[src/rtl/mem_access_unit.sv]
// Memory access unit: CPU load/store front end for a 64 KiB byte memory.
// Ports: clk, rst (async active-low); CPU side req/we/size/uns/addr/wdata
// in, ready/done/err/rdata out; memory side adr/d_in/mrd/mwr out, d_out in.
module mem_access_unit (
  input  logic        clk,
  input  logic        rst,
  input  logic        req,
  input  logic        we,
  input  logic [1:0]  size,
  input  logic        uns,
  input  logic [31:0] addr,
  input  logic [31:0] wdata,
  output logic        ready,
  output logic        done,
  output logic        err,
  output logic [31:0] rdata,
  output logic [31:0] adr,
  output logic [31:0] d_in,
  output logic        mrd,
  output logic        mwr,
  input  logic [31:0] d_out
);

  typedef enum logic [2:0] {
    S_IDLE   = 3'd0,
    S_LOAD   = 3'd1,
    S_STORE  = 3'd2,
    S_RMW_RD = 3'd3,
    S_RMW_WR = 3'd4,
    S_DONE   = 3'd5
  } state_t;

  state_t      r_state;
  state_t      w_next;

  logic [31:0] r_addr;
  logic [31:0] r_wdata;
  logic [1:0]  r_size;
  logic        r_we;
  logic        r_uns;
  logic        r_err;
  logic [31:0] r_word;
  logic [31:0] r_rdata;

  logic        w_accept;
  logic        w_illegal;
  logic [31:0] w_ext;
  logic [31:0] w_din;

  assign w_accept = req && (r_state == S_IDLE);

  // Judged on the live inputs: the decision is made on the accepting edge.
  assign w_illegal = (size == 2'b11)
                   || ((size == 2'b01) && addr[0])
                   || ((size == 2'b10) && (addr[1:0] != 2'b00))
                   || (addr > 32'h0000_FFFC);

  always_ff @(posedge clk or negedge rst) begin
    if (!rst) begin
      r_state <= S_IDLE;
    end else begin
      r_state <= w_next;
    end
  end

  always_comb begin
    w_next = r_state;
    unique case (r_state)
      S_IDLE: begin
        if (w_accept) begin
          if (w_illegal) begin
            w_next = S_DONE;
          end else if (!we) begin
            w_next = S_LOAD;
          end else if (size == 2'b10) begin
            w_next = S_STORE;
          end else begin
            w_next = S_RMW_RD;
          end
        end
      end
      S_LOAD:   w_next = S_DONE;
      S_STORE:  w_next = S_DONE;
      S_RMW_RD: w_next = S_RMW_WR;
      S_RMW_WR: w_next = S_DONE;
      S_DONE:   w_next = S_IDLE;
      default:  w_next = S_IDLE;
    endcase
  end

  always_ff @(posedge clk or negedge rst) begin
    if (!rst) begin
      r_addr  <= 32'h0;
      r_wdata <= 32'h0;
      r_size  <= 2'b00;
      r_we    <= 1'b0;
      r_uns   <= 1'b0;
      r_err   <= 1'b0;
    end else if (w_accept) begin
      r_addr  <= addr;
      r_wdata <= wdata;
      r_size  <= size;
      r_we    <= we;
      r_uns   <= uns;
      r_err   <= w_illegal;
    end
  end

  always_ff @(posedge clk or negedge rst) begin
    if (!rst) begin
      r_word <= 32'h0;
    end else if (r_state == S_RMW_RD) begin
      r_word <= d_out;
    end
  end

  always_ff @(posedge clk or negedge rst) begin
    if (!rst) begin
      r_rdata <= 32'h0;
    end else if ((r_state == S_LOAD) && !r_we) begin
      r_rdata <= w_ext;
    end
  end

  always_comb begin
    w_ext = d_out;
    case (r_size)
      2'b00:   w_ext = {{24{~r_uns & d_out[7]}}, d_out[7:0]};
      2'b01:   w_ext = {{16{~r_uns & d_out[15]}}, d_out[15:0]};
      default: w_ext = d_out;
    endcase
  end

  // Sub-word merge: only the low byte/halfword of the word read back at
  // adr is replaced, so neighbouring bytes are written back untouched.
  always_comb begin
    w_din = 32'h0;
    unique case (1'b1)
      (r_state == S_STORE): w_din = r_wdata;
      (r_state == S_RMW_WR): begin
        if (r_size == 2'b00) begin
          w_din = {r_word[31:8], r_wdata[7:0]};
        end else begin
          w_din = {r_word[31:16], r_wdata[15:0]};
        end
      end
      default: w_din = 32'h0;
    endcase
  end

  assign ready = (r_state == S_IDLE);
  assign done  = (r_state == S_DONE);
  assign err   = (r_state == S_DONE) && r_err;
  assign rdata = r_rdata;
  assign adr   = (r_state == S_IDLE) ? 32'h0 : r_addr;
  assign mrd   = (r_state == S_LOAD) || (r_state == S_RMW_RD);
  assign mwr   = (r_state == S_STORE) || (r_state == S_RMW_WR);
  assign d_in  = w_din;

endmodule

[config.mk]
export PLATFORM = sky130hd
export DESIGN_NAME = mem_access_unit
export DESIGN_NICKNAME = d
export VERILOG_FILES = /design/src/rtl/mem_access_unit.sv
export SDC_FILE = /design/constraint.sdc
export NUM_CORES = 1
export LEC_CHECK = 0
export CELL_PAD_IN_SITES_DETAIL_PLACEMENT = 1
export CELL_PAD_IN_SITES_GLOBAL_PLACEMENT = 1
export CORE_AREA = 2 2 140 142
export CTS_CLUSTER_SIZE = 10
export DETAILED_ROUTE_END_ITERATION = 8
export DIE_AREA = 0 0 142 144
export PLACE_DENSITY_LB_ADDON = 0.05
export SLEW_MARGIN = 10
export SYNTH_ARGS = -nofsm -noshare
export SYNTH_HDL_FRONTEND = slang
export SYNTH_SLANG_ARGS = --single-unit
[constraint.sdc]
create_clock -name clk -period 1.85 [get_ports clk]
set_clock_uncertainty 0.1 [all_clocks]
set_input_delay 0.37 -clock clk [delete_from_list [all_inputs] [get_ports clk]]
set_output_delay 0.37 -clock clk [all_outputs]
set_load 0.03 [all_outputs]
=== Word-level counts from Yosys, hierarchy flattened ===
Cells that the tools add are included.

* Register bits after elaboration: 136
* Bits in latches: 0
* Bits in writable memories: 0
* Memory bits (read-only): 0
* Logic and storage cells: 47
* Memories kept: 0

* Add/sub/neg operators: 0
* $mul: 0
* Divide/modulo/power cells: 0
* $lt $le $gt $ge: 1
* Equality and inequality tests: 10
* Shifts and indexed selects: 0
* Mux-type cells: 9
* Bitwise operators: 3
* Reduce and logical (&&, ||, !) cells: 15

{| class="wikitable"
|+ Operator list
! kind !! count
|-
| $pmux 32 s2 || 2
|-
| $gt 32x16->1 const B || 1
|-
| $mux 32 || 1
|-
| $mux 16 || 1
|-
| $pmux 3 s3 || 1
|-
| $eq 3x2->1 const B || 2
|-
| $eq 3x3->1 const B || 2
|-
| $mux 3 || 2
|-
| $logic_and 1x1->1 || 5
|-
| $logic_or 1x1->1 || 5
|-
| $eq 2x1->1 const B || 2
|-
| $eq 2x2->1 const B || 2
|-
| $eq 3x1->1 const B || 1
|-
| $logic_not 3->1 || 1
|-
| $reduce_or 3->1 || 1
|-
| $and 1x1->1 || 2
|-
| $logic_not 2->1 || 1
|-
| $mux 2 || 1
|-
| $ne 2x1->1 const B || 1
|-
| $reduce_bool 2->1 || 1
|-
| $logic_not 1->1 || 1
|-
| $mux 1 || 1
|-
| $not 1->1 || 1
|}

=== Depth between registers and ports, before layout ===
Gate-level depths: netlist of the first run.

* Depth in word-level cells: 8
* Mapped depth: 8
* Gate-level depth less buffers: 4

=== Worst setup path before layout of the first run ===
OpenSTA, ideal clock, no wires.

* Path type: register to output
* Start: reg r_size[1]
* End: out d_in[10]
* Data arrival time: 1550 ps
* Data required time: 1380 ps
* Slack: -170 ps
* Stages on the path, launching flop included: 6
* Path buffers: 2
* Path through: dfrtp_1 buf_2 or2_1 buf_4 nor2_1 a22o_1

* Word-level cells in the longest chain between the ends: 3

{| class="wikitable"
|+ RTL lines
! what !! RTL line !! RTL
|-
| from (decl) || 38 || <nowiki>logic [1:0] r_size;</nowiki>
|-
| from (signal assigned) || 102 || <nowiki>r_size <= size;</nowiki>
|-
| $logic_not 2->1 || 141 || <nowiki>if (r_size == 2'b00) begin</nowiki>
|-
| $mux 16 || 141 ||
|-
| $pmux 32 s2 || 138 || <nowiki>unique case (1'b1)</nowiki>
|-
| to (decl) || 18 || <nowiki>output logic [31:0] d_in,</nowiki>
|}

No other way between the ends.

=== Worst setup path after layout of the first run ===
* Start: reg r_state[2]
* End: out d_in[8]

* Word-level cells in the longest chain between the ends: 2
* Elaborated cells on any way between the ends: 3
* Those cells by class: eq/ne (2); mux (1)

{| class="wikitable"
|+ RTL lines
! what !! RTL line !! RTL
|-
| from (decl) || 33 || <nowiki>state_t r_state;</nowiki>
|-
| from (signal assigned) || 62 || <nowiki>r_state <= w_next;</nowiki>
|-
| $eq 3x3->1 or $eq 3x2->1 (tied branches) || 140, 139 ||
|-
| $pmux 32 s2 (*) || 138 ||
|}

Mark *: on every way between the ends. The rest lies on a longest branch, timed or not.

==> results.md, run 1 <==
- Outcome: finished, violations left
- Failing checks: negative setup slack
- Period utilisation layout: 125%
- # diodes: 0
- Final setup fails: 154
- Final Net Count: 950
- Largest net degree at the start of global routing: 42
- Post-DP HPWL: 13,100 µm
- Layout cell share with drive strength beyond 1: 30.1%
- Min cycle time layout: 2.31 ns
- PwrDens: 1720 nW/µm²
- CTS clk-pin slew, worst paths: 0.06 ns
- Iteration-0 DRC Markers: 164
- Worst slew margin: 70.0%
- Max-cap violations: 0
- RSZ-0062 raised after global routing: yes
- Synth area leaders: dfrtp_1 57%, nand2_1 15%, mux2_2 6.4%
- Drt wl/cell: 18.6 µm
- Tot Pwr: 16.8 mW
- Post-synth net total: 683
- Remaining Overflow, GRT: 0
- Synthesized area per cell: 9.68 µm²
- DR vias/cell: 4.68
- Root buf cell: clkbuf_16
- Die width: 142 µm
- Critical Path Fanout Max: 8
- Total GRT Usage: 19.2%
- Initial Util: 29.4%
- Post-synth top area cell: dfrtp_1
- CTS Buf Count: 17
- Worst Path Arrival: 1.84 ns
- Min-Delay Path Class: primary input to asynchronous set/reset pin
- WL final: 20,400 µm
- Type of origin of the critical path: flop
- Top-area cell type share of the netlist area: 57.1%
- CTS Buffer Depth: 2
- Initial antenna violation count: 0
- Met3 wire length: 1100 µm
- Warnings, synthesis: 0
- Die Ht: 144 µm
- Area delta synth->final: 74.0%
- H-tree levels: 4
- Final hold vios: 0
- Top sig layer: met4
- Post-Syn Instances: 580
- Detailed Routing Iterations Pass 1: 4
- TritonCTS clock tree: done
- Row cnt: 51
- Met1 WL: 8720 µm
- Slew Limit Fails: 0
- Design Area, Final: 9760 µm²
- Cell Area, Synth: 5610 µm²
- Post-placement cell area: 8080 µm²
- Die Area: 20,400 µm²
- Routed length on met2: 10,300 µm
- WS Path Type: flop to output port
- Hold slack: 0.343 ns
- P_leak: 4.66 nW
- I/O Buffers: 203
- Vias in the first global route: 5,528
- Sequential share of the synthesized area: 57.1%
- Clock Sinks: 128
- Fill cells: 2,055
- Global-route wire length before repair: 29,900 µm
- PnR worst setup slack: -0.463 ns
- Highest clock rate: 432 MHz
- Post-synthesis cell type count: 31
- Via Count: 5,135
- VDD IR max: 0.000835 V
- # DRC: 0
- IO Pins: 204
- Synthesized flop and latch total: 128
- Routability Congestion: 0.826
- Crit path required time: 1.38 ns
- Core ar.: 19,100 µm²
- Clk_lat worst skew: 0.41 ns
- Worst Setup End Kind: output port
- Worst-Margin Slew: 0.450 ns
- Final ANT Viol Nets: 0
## placed cells by master (no fill, tap or decap), types with 2 or more instances in the layout
master	n
and2_4	3
nor4_1	5
nor2b_2	6
clkdlybuf4s50_1	101
nor2b_1	34
clkbuf_16	26
dlygate4sd2_1	32
buf_6	45
nor3_1	2
a21oi_2	2
buf_8	4
dfrtp_1	126
o21ai_0	2
dfrtp_2	2
buf_4	65
a21oi_1	33
nor2_1	25
clkinv_4	2
clkinvlp_4	2
buf_12	21
nor2_2	2
a22o_4	19
a22o_1	5
clkinv_2	3
nor2_4	2
bufinv_16	6
nor2b_4	2
buf_16	4
nand4_1	4
nand2_1	223
mux2_2	32
## critical path, stage by stage (launching register included)
cell and delay, ns:
dfrtp_2 0.46, buf_6 0.14, and2_4 0.14, a21o_4 0.27
a22o_4 0.27, buf_6 0.14
## metal layers
metal  vias to the layer above  global-route usage [%]
met5                         -                       0
met3                        18                    4.80
met4                         0                    6.21
met1                      2536                    23.9
met2                       139                    32.7
li1                       2442                       -
## stage by stage
step	TNS (ns)	std cells	setup slack, ns	utilization (%)
5_1_grt	-40.43	1098	-0.500	51.2
3_5_place_dp	-11.23	1024	-0.243	42.4
3_3_place_gp	-9.37	1024	-0.194	42.4
6_report	-29.71	1098	-0.463	51.2
4_1_cts	-24.90	1076	-0.432	48.6
2_1_floorplan	-1.00	580	-0.0801	-
## cell families (layout without fill, tap and decap cells)
kind of cell | after synthesis | in the layout | share of synthesized area (%)
simple gates | 318 | 318 | 24.9
compound gates | 66 | 66 | 7.76
flops | 128 | 128 | 57.1
buf+inv | 35 | 315 | 3.63
mux | 33 | 33 | 6.60
## layout make-up
class	instances	area [µm²]	share of cell area [%]
flip-flops and latches	128	3210	32.8
clock inverters	14	236	2.42
multi-input cells	417	2470	25.3
repair buffers	282	3110	31.9
inverters	1	3.75	0.0384
clock buffers	18	439	4.50
well taps	238	298	3.05
## synth_stat cells, drive strengths merged
cell / count
a21o: 1
a21oi: 35
a22o: 24
and2: 4
and2b: 1
and3b: 1
buf: 23
clkbuf: 11
dfrtp: 128
inv: 1
mux2: 32
mux2i: 1
nand2: 225
nand3b: 1
nand4: 4
nor2: 29
nor2b: 42
nor3: 3
nor3b: 1
nor4: 5
nor4b: 1
o211ai: 1
o21ai: 2
o2bb2ai: 1
o31a: 1
o31ai: 1
or2: 1
## path summary, 6_finish.rpt
path                       cells after the start  slack [ns]    endpoint  startpoint
hold / removal                                 2        0.34  r_wdata[6]         rst
setup / recovery                               5       -0.46     d_in[8]  r_state[2]
hold reg to reg                                2        0.37   r_addr[4]   r_addr[4]
min in group clk                               2        0.37   r_addr[4]   r_addr[4]
max in group asynchronous                      3        0.75  r_word[17]         rst
setup reg to reg                              10       -0.09  r_addr[11]  r_state[1]
## registers in the layout (all words and copies together), names as in the netlist
signal,count
r_state,3
r_uns,1
r_wdata,32
rdata,32
r_err,1
r_addr,32
r_we,1
r_word,24
r_size,2
## repair_timing
| action | in CTS | in global routing |
|---|---|---|
| pin swaps | 30 | 4 |
| resized for setup | 293 | 33 |
| gates cloned | 5 | 11 |
| hold buffers | 1 | 0 |
| buffers inserted | 15 | 12 |
| endpoints found under the hold margin | 36 | 0 |
| endpoints found under the setup margin | 127 | 183 |
## where the power goes
| group | internal [mW] | switching [mW] |
|---|---|---|
| combinational | 3.76 | 4.65 |
| sequential | 3.91 | 0.664 |
| clock | 2.56 | 1.28 |
Note: power is estimated with default switching activity, not from simulation.
==> run 2: changes to the inputs <==
Settings changed: ABC_AREA set to 0, CORE_AREA 2 2 140 142 to 2 2 197 102, DIE_AREA 0 0 142 144 to 0 0 199 104.
==> run 2 against run 1 <==
Effect of this change: the run still ends with negative setup slack left; core utilization up 0.95 points; register-to-register slack worse by 0.25 ns; maximum frequency rose by 0.52%; worst setup slack improved by 0.012 ns; clock power down 13%; die area is 1.2% higher; total power fell by 0.46%; worst hold slack lost 0.045 ns; via count rose by 3.4%; largest cell class is now non-clock buffers; highest routed layer unchanged.
==> results.md, run 2 (synthesis results as in run 1) <==
- Crit-path slowest cell: dfrtp_2
- Drt wl/cell: 19.7 µm
- Final hold vios: 0
- P_leak: 4.67 nW
- Post-DP HPWL: 13,800 µm
- Clock Sinks: 128
- Outcome: finished, violations left
- Initial Util: 29.5%
- Die width: 199 µm
- PwrDens: 1690 nW/µm²
- Min cycle time layout: 2.30 ns
- VDD IR max: 0.000782 V
- WS Path Type: flop to output port
- Worst-path cell chain: buf_6, and2_4, a21o_4, a22o_2, buf_6
- Period utilisation layout: 124%
- TritonCTS clock tree: done
- Worst slew margin: 68.3%
- Final ANT Viol Nets: 0
- Initial antenna violation count: 2
- IO Pins: 204
- Iteration-0 DRC Markers: 167
- CTS Buffer Depth: 2
- Final Net Count: 957
- Worst Path Arrival: 1.83 ns
- PnR worst setup slack: -0.451 ns
- Util after Layout: 52.1%
- Final setup fails: 146
- I/O Buffers: 203
- Vias in the first global route: 5,527
- CTS Buf Count: 17
- Most frequent cells in the layout: 222 x nand2_1, 126 x dfrtp_1, 101 x clkdlybuf4s50_1
- Max incr delay on CP: 0.44 ns
- RSZ-0062 raised after global routing: yes
- Register area: 3210 µm²
- Worst-Margin Slew: 0.474 ns
- Failing checks: negative setup slack
- Multi-input logic area: 2490 µm²
- Root buf cell: clkbuf_16
- # DRC: 0
- Worst Setup End Kind: output port
- H-tree levels: 4
- CTS clk-pin slew, worst paths: 0.06 ns
- Highest clock rate: 435 MHz
- Die Area: 20,700 µm²
- Commonest non-fill, non-tap cell in the layout: nand2_1
- Slew Limit Fails: 0
- Min-Delay Path Class: primary input to asynchronous set/reset pin
- Detailed Routing Iterations Pass 1: 4
- Via Count: 5,309
- Type of origin of the critical path: flop
- Tot Pwr: 16.7 mW
- WL final: 22,400 µm
- Clk_lat worst skew: 0.42 ns
- Row cnt: 36
- Remaining Overflow, GRT: 0
- Critical Path Fanout Max: 8
- DR vias/cell: 4.68
- Fill cells: 2,091
- Largest net degree at the start of global routing: 47
- Max-cap violations: 0
- Crit-path most repeated cell: buf_6
- Area delta synth->final: 77.0%
- R2R depth: 11
- Crit path required time: 1.38 ns
- Layout cell share with drive strength beyond 1: 30.3%
- Total GRT Usage: 18.6%
- Core ar.: 19,100 µm²
- Die Ht: 104 µm
- Global-route wire length before repair: 29,700 µm
- Routability Congestion: 0.802
- Setup TNS: -48.74 ns
## run 2: cell types whose count changed in the layout (fill, tap and decap cells not counted), moves of 4 or more
cell | previous run | this run
buf_4 | 65 | 44
mux2_2 | 32 | 26
bufinv_16 | 6 | 2
nor2b_2 | 6 | 0
clkdlybuf4s15_2 | 0 | 16
clkbuf_16 | 26 | 32
a22o_4 | 19 | 14
buf_16 | 4 | 0
mux2_4 | 0 | 6
a22o_2 | 0 | 6
buf_12 | 21 | 25
## run 2: cell type report
type | instances | share of cell area [%]
tap | 266 | 3.35
inverter | 1 | 0.0630
timing repair buffer | 288 | 33.3
clock inverter | 10 | 1.10
clock buffer | 22 | 4.77
multi-input combinational | 418 | 25.1
sequential | 128 | 32.3
antenna | 2 | 0.0504
## run 2: repair_timing
action,4_1_cts,5_1_grt
hold buffers,1,0
endpoints found under the hold margin,25,0
buffers inserted,2,18
gates resized for setup,148,158
gates cloned,0,23
setup endpoints to repair,113,170
pin swaps,1,13
## run 2: metrics by stage
stage | cells | setup slack, ns | hold WS [ns] | instance area, µm²
detailed placement | 1058 | -0.341 | 0.178 | 8190
floorplan | 580 | -0.0801 | -0.0256 | 5650
CTS | 1093 | -0.469 | 0.301 | 8880
global route | 1133 | -0.516 | 0.321 | 9930
global placement | 1058 | -0.293 | 0.167 | 8190
finish | 1135 | -0.451 | 0.298 | 9930
## run 2: final timing paths
path                            start           to  slack [ns]
min reg2reg                r_addr[11]   r_addr[11]        0.37
max                        r_state[2]     d_in[12]       -0.45
max reg2reg                r_state[2]   r_addr[11]       -0.34
max in group asynchronous         rst  r_wdata[30]        0.79
min                               rst   r_addr[28]        0.30
min in group clk           r_addr[11]   r_addr[11]        0.37
## run 2: power by group
group | switching (mW) | leakage (nW) | internal, mW | total (mW)
registers | 0.681 | 1.54 | 3.91 | 4.59
clock network | 1.26 | 0.286 | 2.08 | 3.35
logic | 4.84 | 2.84 | 3.98 | 8.81
## run 2: worst max-delay path, delay by kind of cell (launching register included)
kind / cells / cell delay, ns
AO/OA/AOI/OAI: 2 / 0.53
flip-flops: 1 / 0.44
AND/OR/NAND/NOR: 1 / 0.15
buffers and inverters: 2 / 0.28
## run 2: per-layer routing
layer | wire (µm) | vias up | GRT usage [%]
li1 | - | 2461 | -
met2 | 9760 | 135 | 28.7
met5 | 0 | - | 0
met4 | 133 | 0 | 4.16
met3 | 1590 | 12 | 5.22
met1 | 10900 | 2701 | 25.9
